$ cat src/rtl/seq_pattern_tx.sv
// seq_pattern_tx: serial pattern transmitter. Sends a 1..8 bit pattern
// MSB-first. Each bit is held for div+1 clocks. Supports one-shot or
// continuous repeat. The line idles high.
// Optional feature macro: SEQ_TX_SEG_EN. When it is defined, a registered
// 7-segment digit shows the bits remaining. When it is undefined, seg is 0.
// The "repeat" port is named repeat_mode because repeat is a reserved word.
module seq_pattern_tx #(
   parameter int DIV_W = 8
) (
   input  logic             clk,
   input  logic             reset,
   input  logic             start,
   input  logic             abort,
   input  logic [7:0]       pattern,
   input  logic [2:0]       len,
   input  logic             repeat_mode,
   input  logic [DIV_W-1:0] div,
   output logic             tx_bit,
   output logic             tx_valid,
   output logic             busy,
   output logic             done,
   output logic [7:0]       seg
);

   localparam logic [0:0] S_IDLE = 1'b0;
   localparam logic [0:0] S_SEND = 1'b1;

   logic [0:0]       state, state_n;
   logic [7:0]       pat_q;
   logic [2:0]       len_q;
   logic             rep_q;
   logic [DIV_W-1:0] div_q;
   logic [2:0]       idx, idx_n;
   logic [DIV_W-1:0] cnt, cnt_n;
   logic             load, fin, bit_n;

   // next-state: accept start, advance period counter and bit index, abort wins
   always_comb begin
      state_n = state;
      idx_n   = idx;
      cnt_n   = cnt;
      load    = 1'b0;
      fin     = 1'b0;
      if (state == S_IDLE) begin
         if (start && !abort) begin
            load    = 1'b1;
            state_n = S_SEND;
            idx_n   = len;
            cnt_n   = '0;
         end
      end else if (abort) begin
         state_n = S_IDLE;
         idx_n   = 3'd0;
         cnt_n   = '0;
      end else if (cnt == div_q) begin
         cnt_n = '0;
         if (idx != 3'd0) begin
            idx_n = idx - 3'd1;
         end else if (rep_q) begin
            idx_n = len_q;
         end else begin
            state_n = S_IDLE;
            fin     = 1'b1;
         end
      end else begin
         cnt_n = cnt + {{(DIV_W-1){1'b0}}, 1'b1};
      end
   end

   // The outputs are registered from next-state, so the first bit appears
   // in the cycle right after start is accepted.
   always_comb begin
      bit_n = load ? pattern[idx_n] : pat_q[idx_n];
   end

   // state, captured configuration and registered line outputs
   always_ff @(posedge clk) begin
      if (!reset) begin
         state    <= S_IDLE;
         pat_q    <= 8'h00;
         len_q    <= 3'd0;
         rep_q    <= 1'b0;
         div_q    <= '0;
         idx      <= 3'd0;
         cnt      <= '0;
         tx_bit   <= 1'b1;
         tx_valid <= 1'b0;
         busy     <= 1'b0;
         done     <= 1'b0;
      end else begin
         state <= state_n;
         idx   <= idx_n;
         cnt   <= cnt_n;
         if (load) begin
            pat_q <= pattern;
            len_q <= len;
            rep_q <= repeat_mode;
            div_q <= div;
         end
         tx_bit   <= (state_n == S_SEND) ? bit_n : 1'b1;
         tx_valid <= (state_n == S_SEND);
         busy     <= (state_n == S_SEND);
         done     <= fin;
      end
   end

`ifdef SEQ_TX_SEG_EN
   // bits remaining (index+1) to gfedcba digit code
   function automatic logic [6:0] digit(input logic [2:0] i);
      case (i)
         3'd0:    digit = 7'h06;
         3'd1:    digit = 7'h5B;
         3'd2:    digit = 7'h4F;
         3'd3:    digit = 7'h66;
         3'd4:    digit = 7'h6D;
         3'd5:    digit = 7'h7D;
         3'd6:    digit = 7'h07;
         default: digit = 7'h7F;
      endcase
   endfunction

   // segment register tracks the next index; dp lit while sending, "-" when idle
   always_ff @(posedge clk) begin
      if (!reset) begin
         seg <= 8'h40;
      end else begin
         seg <= (state_n == S_SEND) ? {1'b1, digit(idx_n)} : 8'h40;
      end
   end
`else
   assign seg = 8'h00;
`endif

endmodule

$ cat config.mk
export PLATFORM = sky130hd
export DESIGN_NAME = seq_pattern_tx
export DESIGN_NICKNAME = d
export VERILOG_FILES = /design/src/rtl/seq_pattern_tx.sv
export SDC_FILE = /design/constraint.sdc
export NUM_CORES = 1
export LEC_CHECK = 0
export CORE_MARGIN = 2
export CORE_UTILIZATION = 45
export CTS_BUF_LIST = sky130_fd_sc_hd__clkbuf_4
export DETAILED_ROUTE_END_ITERATION = 10
export GPL_TIMING_DRIVEN = 0
export PLACE_DENSITY = 0.83
export SLEW_MARGIN = 15
export SYNTH_ARGS = -nofsm -noshare
export SYNTH_HDL_FRONTEND = slang
export SYNTH_SLANG_ARGS = --single-unit
$ cat constraint.sdc
create_clock -name clk -period 2.9 [get_ports clk]
set_clock_uncertainty 0.05 [all_clocks]
set_input_delay 0.435 -clock clk [delete_from_list [all_inputs] [get_ports clk]]
set_output_delay 0.435 -clock clk [all_outputs]
set_load 0.02 [all_outputs]
==> out/summary.md <==
* **arrival time worst endpoint** 2.64 ns
* **later-pin clock latency in the skew report** 0.34 ns
* **critical path startpoint** abort
* **global-route wire length before repair** 6203 um
* **number of enable-type register cells in the synthesized netlist** 0
* **synthesized area per cell** 8.477 um^2
* **met3 track demand over resource in global routing** 4.112%
* **part of the cycle the worst path needs** 84.72%
* **TritonCTS clock tree** built
* **largest net degree at the start of global routing** 11
* **number of buffers on the longest clock path** 2
* **share of the synthesized netlist area taken by xor and xnor gates** 7.041%
* **area grow syn2layout** 23.29%
* **fraction of final layout cells sized beyond drive strength 1** 11.97%
* **Clock Tree Root** sky130_fd_sc_hd__clkbuf_4
* **number of clock sinks** 34
* **simple-gate area share of the yosys netlist** 24.44%
* **Avg WL per Cell** 12.38 um
* **number of ports placed on the die boundary** 36
* **Warnings, synthesis** 0
* **post-synthesis mux area share** 7.041%
* **Worst EP required** 3.08 ns
* **Post-CTS Hold Fix Bufs** 0
* **start point of the worst min-delay path** len_q[2]$_SDFFE_PN0P_
* **most congested layer reported by global routing** met2
* **CP Max Fanout** 8
* **number of post-CTS setup repair buffers** 0
* **ANT cells** 0
* **post-synthesis cell count** 218
* **total CTS buffers** 5
* **final weighted congestion of routability-driven global placement** 0.7853
* **global-route usage over all layers** 17.94%
* **total power density per cell area** 461.1 nW/um^2
* **Die ar.** 4636 um^2
* **largest family of logic cells by synthesized area** simple AND/OR/NAND/NOR gates
* **H-Tree Depth** 2
* **remaining antenna violation count after routing** 0
* **x dimension of the die** 68.09 um
* **Via Count** 1558
* **post-synthesis compound-gate area fraction** 15.44%
* **DRC Markers** 0
* **port bufs** 27
* **count of TritonRoute iterations in the first routing pass** 4
* **final count of negative-setup-slack endpoints** 0
* **netlist area before placement** 1848 um^2
* **RSZ-0062 raised after global routing** no
* **routed vias/inst** 5.042
* **std cell rows** 23
* **detailed router's first-iteration violation count** 63
* **arithmetic-cell share of the synthesized area counting full adders, half adders and majority gates** 2.031%
* **Setup CP Type** primary input to flip-flop
* **proportion of register bits with asynchronous set or reset after synthesis** 0%
* **commonest non-fill, non-tap cells in the layout** sky130_fd_sc_hd__nand2_1 (45), sky130_fd_sc_hd__dfxtp_1 (34), sky130_fd_sc_hd__clkdlybuf4s50_1 (27)
* **most common cell after layout, fill and taps aside** sky130_fd_sc_hd__nand2_1
* **FF+latch count, synth** 34
* **type of element launching the critical path** primary input
* **global-route track usage on met2** 29.61%
* **run status** finished, final reports clean
* **final design utilization** 57.37%
* **antenna violations before repair** 0
* **Total Wirelength** 3826 um
* **Final min period** 2.457 ns
* **Critical Path Sink Type** flip-flop
* **vertical die dimension** 68.09 um
* **commonest register cell after synthesis** sky130_fd_sc_hd__dfxtp_1
* **post-synth cell types** 45
* **GR met1 Demand/Resource** 22.19%
* **worst ir drop on vdd** 0.2093 mV
* **Final nets** 286
* **initial core utilization** 46.53%
* **Detailed Place HPWL** 2926 um
* **Lkg Pwr** 0.8355 nW
* **setup TNS** 0 ns
* **area of the placeable core** 3971 um^2
* **number of violations of the max-capacitance limit** 0
* **final hold vios** 0
* **cells resized by post-CTS repair** 0
* **global-route congestion overflow total** 0
* **sequential fraction of the synthesis area** 36.83%
* **achievable clock frequency** 407.0 MHz
* **number of global-route vias before repair** 1444
* **worst min path class** flip-flop to flip-flop
* **RR Startpoint** cnt[4]$_SDFFE_PN0P_
* **CTS clock-pin slew for the worst setup and hold paths** 0.11 ns
* **final slew viol count** 0
-- flip-flops by register name (all words and copies together), names as in the netlist --
| register | cells |
|---|---|
| cnt | 8 |
| div_q | 8 |
| pat_q | 8 |
| idx | 3 |
| len_q | 3 |
| done | 1 |
| rep_q | 1 |
| state | 1 |
| tx_bit | 1 |
-- path summary, 6_finish.rpt --
check,cells after the start,to,slack [ns]
max,10,tx_bit$_SDFF_PN1_,0.44
min,2,len_q[2]$_SDFFE_PN0P_,0.41
max reg2reg,8,tx_bit$_SDFF_PN1_,0.54
min reg2reg,2,len_q[2]$_SDFFE_PN0P_,0.41
-- metrics by stage --
| stage | total power, mW | std cells | hold WS [ns] | area (um^2) | setup WS (ns) |
|---|---|---|---|---|---|
| floorplan | 0.6596 | 225 | 0.3857 | 1874 | 0.8381 |
| global placement | 0.7231 | 302 | 0.3918 | 2207 | 0.1964 |
| detailed placement | 0.7295 | 302 | 0.3958 | 2207 | 0.08117 |
| CTS | 1.053 | 309 | 0.4112 | 2278 | 0.4347 |
| global route | 1.098 | 309 | 0.4386 | 2278 | 0.2948 |
| finish | 1.051 | 309 | 0.4120 | 2278 | 0.4431 |
-- cell usage after synthesis, types with 2 or more instances --
cell                       instances  area (um^2)
sky130_fd_sc_hd__nand4_2           2        25.02
sky130_fd_sc_hd__and2b_1           2        15.01
sky130_fd_sc_hd__o21ai_0           3        15.01
sky130_fd_sc_hd__buf_4            10        75.07
sky130_fd_sc_hd__nand4_1           2        12.51
sky130_fd_sc_hd__a21oi_1          25        125.1
sky130_fd_sc_hd__xnor2_1          10        87.58
sky130_fd_sc_hd__o21ai_1           2        10.01
sky130_fd_sc_hd__nand2b_1          2        12.51
sky130_fd_sc_hd__nand2_1          45        168.9
sky130_fd_sc_hd__nor2_1           16        60.06
sky130_fd_sc_hd__dfxtp_1          34        680.7
sky130_fd_sc_hd__ha_1              3        37.54
sky130_fd_sc_hd__xor2_1            3        26.28
sky130_fd_sc_hd__a31oi_1           2        12.51
sky130_fd_sc_hd__mux2i_1          13        130.1
sky130_fd_sc_hd__inv_1             3        11.26
sky130_fd_sc_hd__nand3_1           4        20.02
sky130_fd_sc_hd__clkbuf_1          6        22.52
sky130_fd_sc_hd__or2_2             2        12.51
sky130_fd_sc_hd__nor3_1            3        15.01
sky130_fd_sc_hd__nor2b_1           3        18.77
-- final cells by class --
cell class | instances | area, um^2
fill | 370 | 1693
multi-input combinational | 169 | 1065
tap | 50 | 62.56
inverter | 4 | 15.01
clock inverter | 2 | 33.78
sequential | 34 | 680.7
clock buffer | 5 | 37.54
buffer | 18 | 113.9
timing repair buffer | 27 | 270.3
-- logic make-up after synthesis --
kind of cell,count (synthesis)
buf+inv,22
simple gates,91
other cells,1
compound gates,40
xor+xnor,14
fa+ha+maj,3
flops,34
mux,13
-- worst max-delay path, cell delays in order --
cell and delay (ns):
sky130_fd_sc_hd__clkdlybuf4s50_1 0.50, sky130_fd_sc_hd__nor2b_1 0.06, sky130_fd_sc_hd__clkbuf_1 0.20, sky130_fd_sc_hd__o311ai_1 0.40, sky130_fd_sc_hd__o31ai_4 0.19, sky130_fd_sc_hd__nor2_8 0.22
sky130_fd_sc_hd__mux2i_1 0.27, sky130_fd_sc_hd__mux2i_1 0.11, sky130_fd_sc_hd__mux2i_1 0.15, sky130_fd_sc_hd__a31oi_1 0.10
-- power by group --
part	leakage, nW	switching, mW	internal [mW]	total (mW)
sequential	0.277	0.0130	0.486	0.499
combinational	0.520	0.119	0.101	0.220
clock	0.0387	0.157	0.174	0.331
-- per-layer routing --
layer / routed length [um] / vias to the layer above
met5: 0 / -
met2: 1826 / 35
met4: 68 / 0
met3: 171 / 7
met1: 1761 / 712
li1: - / 804
No activity file was read; power rests on OpenSTA's default activity.
